$ cat src/rtl/seq_detect_1011.sv
// seq_detect_1011: Moore detector for the serial pattern 1-0-1-1 with a
// saturating hit counter.
// Build option: define SEQ_DETECT_OVERLAP_EN for overlapping detection
// (S4 on a 0 resumes at S2); left undefined, S4 on a 0 restarts at S0.
module seq_detect_1011 #(
  parameter int unsigned COUNT_W = 8
) (
  input  logic               clk,
  input  logic               reset,
  input  logic               clear,
  input  logic               in_valid,
  input  logic               din,
  output logic               detect,
  output logic [2:0]         state,
  output logic [COUNT_W-1:0] hit_count
);

  typedef enum logic [2:0] {
    S0 = 3'b000,
    S1 = 3'b001,
    S2 = 3'b010,
    S3 = 3'b011,
    S4 = 3'b100
  } state_t;

  localparam logic [COUNT_W-1:0] COUNT_MAX = {COUNT_W{1'b1}};

  state_t state_q;
  state_t state_d;
  logic   hit_c;

  // State register: three flops, cleared asynchronously.
  always_ff @(posedge clk or negedge reset) begin
    if (!reset) begin
      state_q <= S0;
    end else begin
      state_q <= state_d;
    end
  end

  // Next-state logic; illegal codes recover to S0 even without a valid bit.
  always_comb begin
    state_d = state_q;
    hit_c   = 1'b0;
    if (clear) begin
      state_d = S0;
    end else begin
      unique case (state_q)
        S0: if (in_valid) state_d = din ? S1 : S0;
        S1: if (in_valid) state_d = din ? S1 : S2;
        S2: if (in_valid) state_d = din ? S3 : S0;
        S3: if (in_valid) state_d = din ? S4 : S2;
`ifdef SEQ_DETECT_OVERLAP_EN
        S4: if (in_valid) state_d = din ? S1 : S2;
`else
        S4: if (in_valid) state_d = din ? S1 : S0;
`endif
        default: state_d = S0;
      endcase
      hit_c = (state_d == S4) && (state_q != S4);
    end
  end

  // Registered Moore flag, loaded with the decode of the next state.
  always_ff @(posedge clk or negedge reset) begin
    if (!reset) begin
      detect <= 1'b0;
    end else begin
      detect <= (state_d == S4);
    end
  end

  // Saturating hit counter; clear wins over a concurrent match.
  always_ff @(posedge clk or negedge reset) begin
    if (!reset) begin
      hit_count <= '0;
    end else if (clear) begin
      hit_count <= '0;
    end else if (hit_c && (hit_count != COUNT_MAX)) begin
      hit_count <= hit_count + COUNT_W'(1);
    end
  end

  assign state = state_q;

endmodule

$ cat config.mk
export PLATFORM = sky130hd
export DESIGN_NAME = seq_detect_1011
export DESIGN_NICKNAME = d
export VERILOG_FILES = /design/src/rtl/seq_detect_1011.sv
export SDC_FILE = /design/constraint.sdc
export NUM_CORES = 1
export LEC_CHECK = 0
export CAP_MARGIN = 40
export CORE_AREA = 2 2 39 41
export DETAILED_ROUTE_END_ITERATION = 16
export DIE_AREA = 0 0 41 43
export PLACE_DENSITY = 0.84
export REMOVE_ABC_BUFFERS = 1
export SYNTH_ARGS = -nofsm -noshare
export SYNTH_HDL_FRONTEND = slang
export SYNTH_SLANG_ARGS = --single-unit
export TNS_END_PERCENT = 50
$ cat constraint.sdc
create_clock -name clk -period 4.7 [get_ports clk]
set_input_delay 0.94 -clock clk [delete_from_list [all_inputs] [get_ports clk]]
set_output_delay 0.94 -clock clk [all_outputs]
set_load 0.1 [all_outputs]
# --- Word-level counts from Yosys, hierarchy flattened ---
# Cells that the tools add are included.
word_totals:
  output_inout_bits: 12
  reg_bits: 12
  inputBits: 5
  word_cells: 31
op_classes:
  n_eq_ne: 8
  n_reduce_logical: 5
  n_mux: 14
  addsub: 1
ops:
  columns: ["operator", "n"]
  rows:
  - ["two-way mux 3 bit", 7]
  - ["two-way mux 8 bit", 2]
  - ["one-hot mux 3 bit (4 select lines)", 1]
  - ["== test 3 bit, second input constant", 3]
  - ["adder 8 x 1 -> 8 bit, second input constant", 1]
  - ["inequality test 8 bit, second input constant", 1]
  - ["== test 3 x 2 -> 1 bit, second input constant", 2]
  - ["two-way mux 2 bit", 2]
  - ["== test 3 x 1 -> 1 bit, second input constant", 1]
  - ["logical NOT 3 bit", 1]
  - ["inequality test 3 bit, second input constant", 1]
  - ["logical AND 1 bit", 2]
  - ["two-way mux 1 bit", 2]
  - ["nonzero test 2 bit", 1]
  - ["OR reduction 2 bit", 1]

# --- Logic depth before layout (Yosys ltp) ---
depth:
  ltp_word: 10
  ltp_mapped: 6
  depth_no_buf: 5

# --- Worst setup path after synthesis ---
# OpenSTA, ideal clock, no wires.
synth_path:
  path_type: "reg-to-reg"
  from: "reg state_q[0], in the netlist state[0]"
  to: "reg hit_count[4]"
  path_stages_with_launch: 6
  required_time_ns: 4.622
  setup_ns: 0.078
  slack_ns: 2.544
  path_buffers: 1
  arrival_ns: 2.077
  synth_period_minus_slack_ns: 2.156
  path_cell_list: "dfrtp_1 and4b_1 o211ai_2 buf_6 or3_1 a21oi_1"
synth_via:
  elab_chain_cells: 9
  word_cells_on_any_way: 18
  classes_between: "eq/ne (6); mux (7); reduce/logical (5)"
synth_lines:
  columns: ["element", "line_no", "source"]
  rows:
  - ["start: declaration", "28", "state_t state_q;"]
  - ["start signal: assignment", "37", "state_q <= state_d;"]
  - ["== test 3 bit or logical NOT 3 bit (tied branches)", "48", "unique case (state_q)"]
  - ["OR reduction 2 bit (no source line)", null, null]
  - ["one-hot mux 3 bit (4 select lines)", "48", null]
  - ["two-way mux 3 bit", "45", "if (clear) begin"]
  - ["== test 3 bit", "60", "hit_c = (state_d == S4) && (state_q != S4);"]
  - ["logical AND 1 bit *", "60", null]
  - ["two-way mux 1 bit *", "45", null]
  - ["logical AND 1 bit *", "79", "end else if (hit_c && (hit_count != COUNT_MAX)) begin"]
  - ["nonzero test 2 bit (no source line) *", null, null]
  - ["end signal: assignment", "80", "hit_count <= hit_count + COUNT_W'(1);"]
  - ["end: declaration", "15", "output logic [COUNT_W-1:0] hit_count"]
# Mark *: on every way between the ends. The rest lies on a longest branch, timed or not. The select of a mux whose other input is x is not followed.
# A chain may end at the register's enable or synchronous reset.

# --- Worst setup path after layout ---
layout_path:
  from: "reg state_q[0], in the netlist state[0]"
  to: "out state[0]"
layout_rtl:
  columns: ["element", "line_no", "source"]
  rows:
  - ["end: declaration", "14", "output logic [2:0] state,"]
# No word-level cell between the ends.

==> impl_metrics.yaml <==
setup_path:
  end_kind: "output port"
  rr_worst_depth: 5
  cp_top_family: "buffers and inverters"
  critPathBufInv: 2
  crit_slowest_cell: "clkdlybuf4s50_1"
  cp.required_ns: 3.76
  rrSetupSlack_ns: 2.93
  r2r-end: "hit_count[5]"
  reg2reg_from: "hit_count[0]"
  crit_fanout: 7
  worstSetupStartpointType: "flip-flop"
  path_cells: "clkdlybuf4s50_1, buf_8"
  crit_arrival_ns: 1.53
  slowest_delay_ns: 0.58
  crit_type: "reg -> out"
clocking:
  clk_pin_slew_ns: 0.08
  clock_sinks: 12
  clk_latency_ns: 0.28
  root_buffer: "clkbuf_4"
  cts_buffers: 3
  htree_levels: 1
  cts.path.max_buffers: 2
  cts_tree: "built"
  ctsHoldBuffers: 0
  postCtsSetupRepairBufs: 0
  cts_resized: 0
finish:
  final_nets: 98
  drive_gt1_share_pct: 19.8
  multi_input_area_sq_um: 273
  antenna_cells: 0
  fillCellCount: 105
  regArea_sq_um: 300
  areaGrowthSynthToFinish_pct: 63.7
hold_path:
  min_from: "state[2]"
  hp-class: "reg -> reg"
  min_path_cells: 1
  hold_end: "state[1]"
logic_synthesis:
  ys_ff_latch: 12
  yosysMostFrequentCell: "dfrtp_1"
  ys_types: 24
  synthTopCellsByCount: "dfrtp_1 (12), a21oi_1 (8), nor2_1 (5)"
  yosysWarnings: 0
  synth_seq_area_share_pct: 50.1
  netlist_area_sq_um: 599
  async_flop_share_pct: 100
  synth_edf_count: 0
  yosysTopAreaCell: "dfrtp_1"
  synthCells: 61
  syn_area_per_cell_sq_um: 9.83
  synth_area_leaders: "dfrtp_1 (50%), a21oi_1 (6.7%), o31ai_1 (3.8%), or4_1 (3.8%), nand3_1 (3.3%)"
  synth.top_cell.area_share_pct: 50.1
  synthFlopType: "dfrtp_1"
pwr:
  ir_drop_v: 0.000160
  powerDensity_nw_per_um2: 213
  power_leakage_uw: 0.000416
timing:
  worst_slack_ns: 2.23
  rsz0062_at_grt: "false"
  clock_skew_ns: 0.00144
  fin_crit_sh_pct: 52.6
  max_clock_freq_ghz: 0.405
  setup_viol: 0
  finalCriticalPeriod_ns: 2.47
  hold_viol_final: 0
  relSlewSlack_pct: 64.9
  tightest_slew_ns: 0.524
  setup_tns_ns: 0
  slew_violations: 0
detailed_routing:
  routed_wl_microns: 1350
  route.detailed.drc: 0
  via_per_inst: 5.64
  first_pass_iters: 4
  wl_per_cell_microns: 12.6
  dr_total_vias: 603
  initialDrtViolationCount: 7
  ant_nets: 0
die:
  dieArea_sq_um: 1760
  die_w_microns: 41
  io_pins: 17
  initial_core_util_pct: 43.3
  core_sq_um: 1380
  fp.dieH_microns: 43
  rows: 14
placed_design:
  gp_congestion: 0.845
  post-place-ws_ns: 1.98
  port_buffers: 16
  dp_hpwl_microns: 995
grt:
  grt_pass1_vias: 548
  track_usage_pct: 19.3
  gr-total-overflow: 0
  grt_max_degree: 15
  antenna_found_initial: 0
  grt_first_pass_wirelength_microns: 2260
outcome:
  status: "finished, final reports clean"
flow_run:
  cap_violations: 0
-- logic make-up after synthesis --
logic type	Yosys count	share of synthesized area (%)
AND/OR/NAND/NOR	22	20.3
AO/OA/AOI/OAI	19	20.0
multiplexers	1	1.67
adder cells (fa/ha/maj)	1	2.09
buffers and inverters	5	4.38
flip-flops	12	50.1
XOR/XNOR	1	1.46
-- where the power goes --
| group | switching (uW) | internal, uW |
|---|---|---|
| Sequential | 1.13 | 104 |
| Clock | 37.7 | 47.2 |
| Combinational | 11.7 | 7.25 |
| Total | 50.6 | 158 |
-- area by class of cell --
| cell class | count | share of cell area, % |
|---|---|---|
| timing repair buffer | 28 | 34.7 |
| sequential | 12 | 30.6 |
| multi-input combinational | 44 | 27.8 |
| clock buffer | 4 | 3.70 |
| tap | 16 | 2.04 |
| inverter | 3 | 1.15 |
-- layer usage --
metal / global-route usage [%] / wire length, microns / vias up
met5: 0 / 0 / -
met2: 28.1 / 668 / 20
met1: 23.1 / 574 / 286
met4: 14.0 / 36 / 0
met3: 5.24 / 72 / 6
li1: - / - / 291
-- state kept, by name, summed over array words and instances, names as in the netlist --
register and count:
detect 1, state 3, hit_count 8
-- cells in the final DEF (no fill, tap or decap), types with 2 or more instances in the layout --
cell type         n
clkbuf_4          3
dfrtp_1          12
a21oi_1           8
buf_8            12
nand2_1           3
inv_1             3
or3_1             2
clkdlybuf4s50_1  16
or4_1             3
nor2_1            5
o31ai_1           3
nand3_1           4
o21ai_0           4
-- per-stage QoR --
step	hold slack [ns]	util [%]	area [sq um]	power, uW	cells
2_1_floorplan	0.644	-	584	114	59
3_3_place_gp	0.519	55.2	764	123	91
3_5_place_dp	0.512	68.3	945	126	103
4_1_cts	0.552	70.9	981	210	107
5_1_grt	0.578	70.9	981	214	107
6_report	0.549	70.9	981	209	107
-- worst max path at each step --
| stage | start | endpoint | slack [ns] | cells after the start |
|---|---|---|---|---|
| 6_report | state[0] | state[0] | 2.23 | 2 |
| 5_1_grt | in_valid | hit_count[5] | 2.16 | 5 |
| 4_1_cts | state[0] | state[0] | 2.24 | 2 |
| 3_5_place_dp | in_valid | hit_count[5] | 1.98 | 5 |
| 3_3_place_gp | in_valid | hit_count[5] | 2.04 | 5 |
| 2_1_floorplan | state[0] | hit_count[5] | 2.45 | 4 |
No activity file was read; power rests on OpenSTA's default activity.
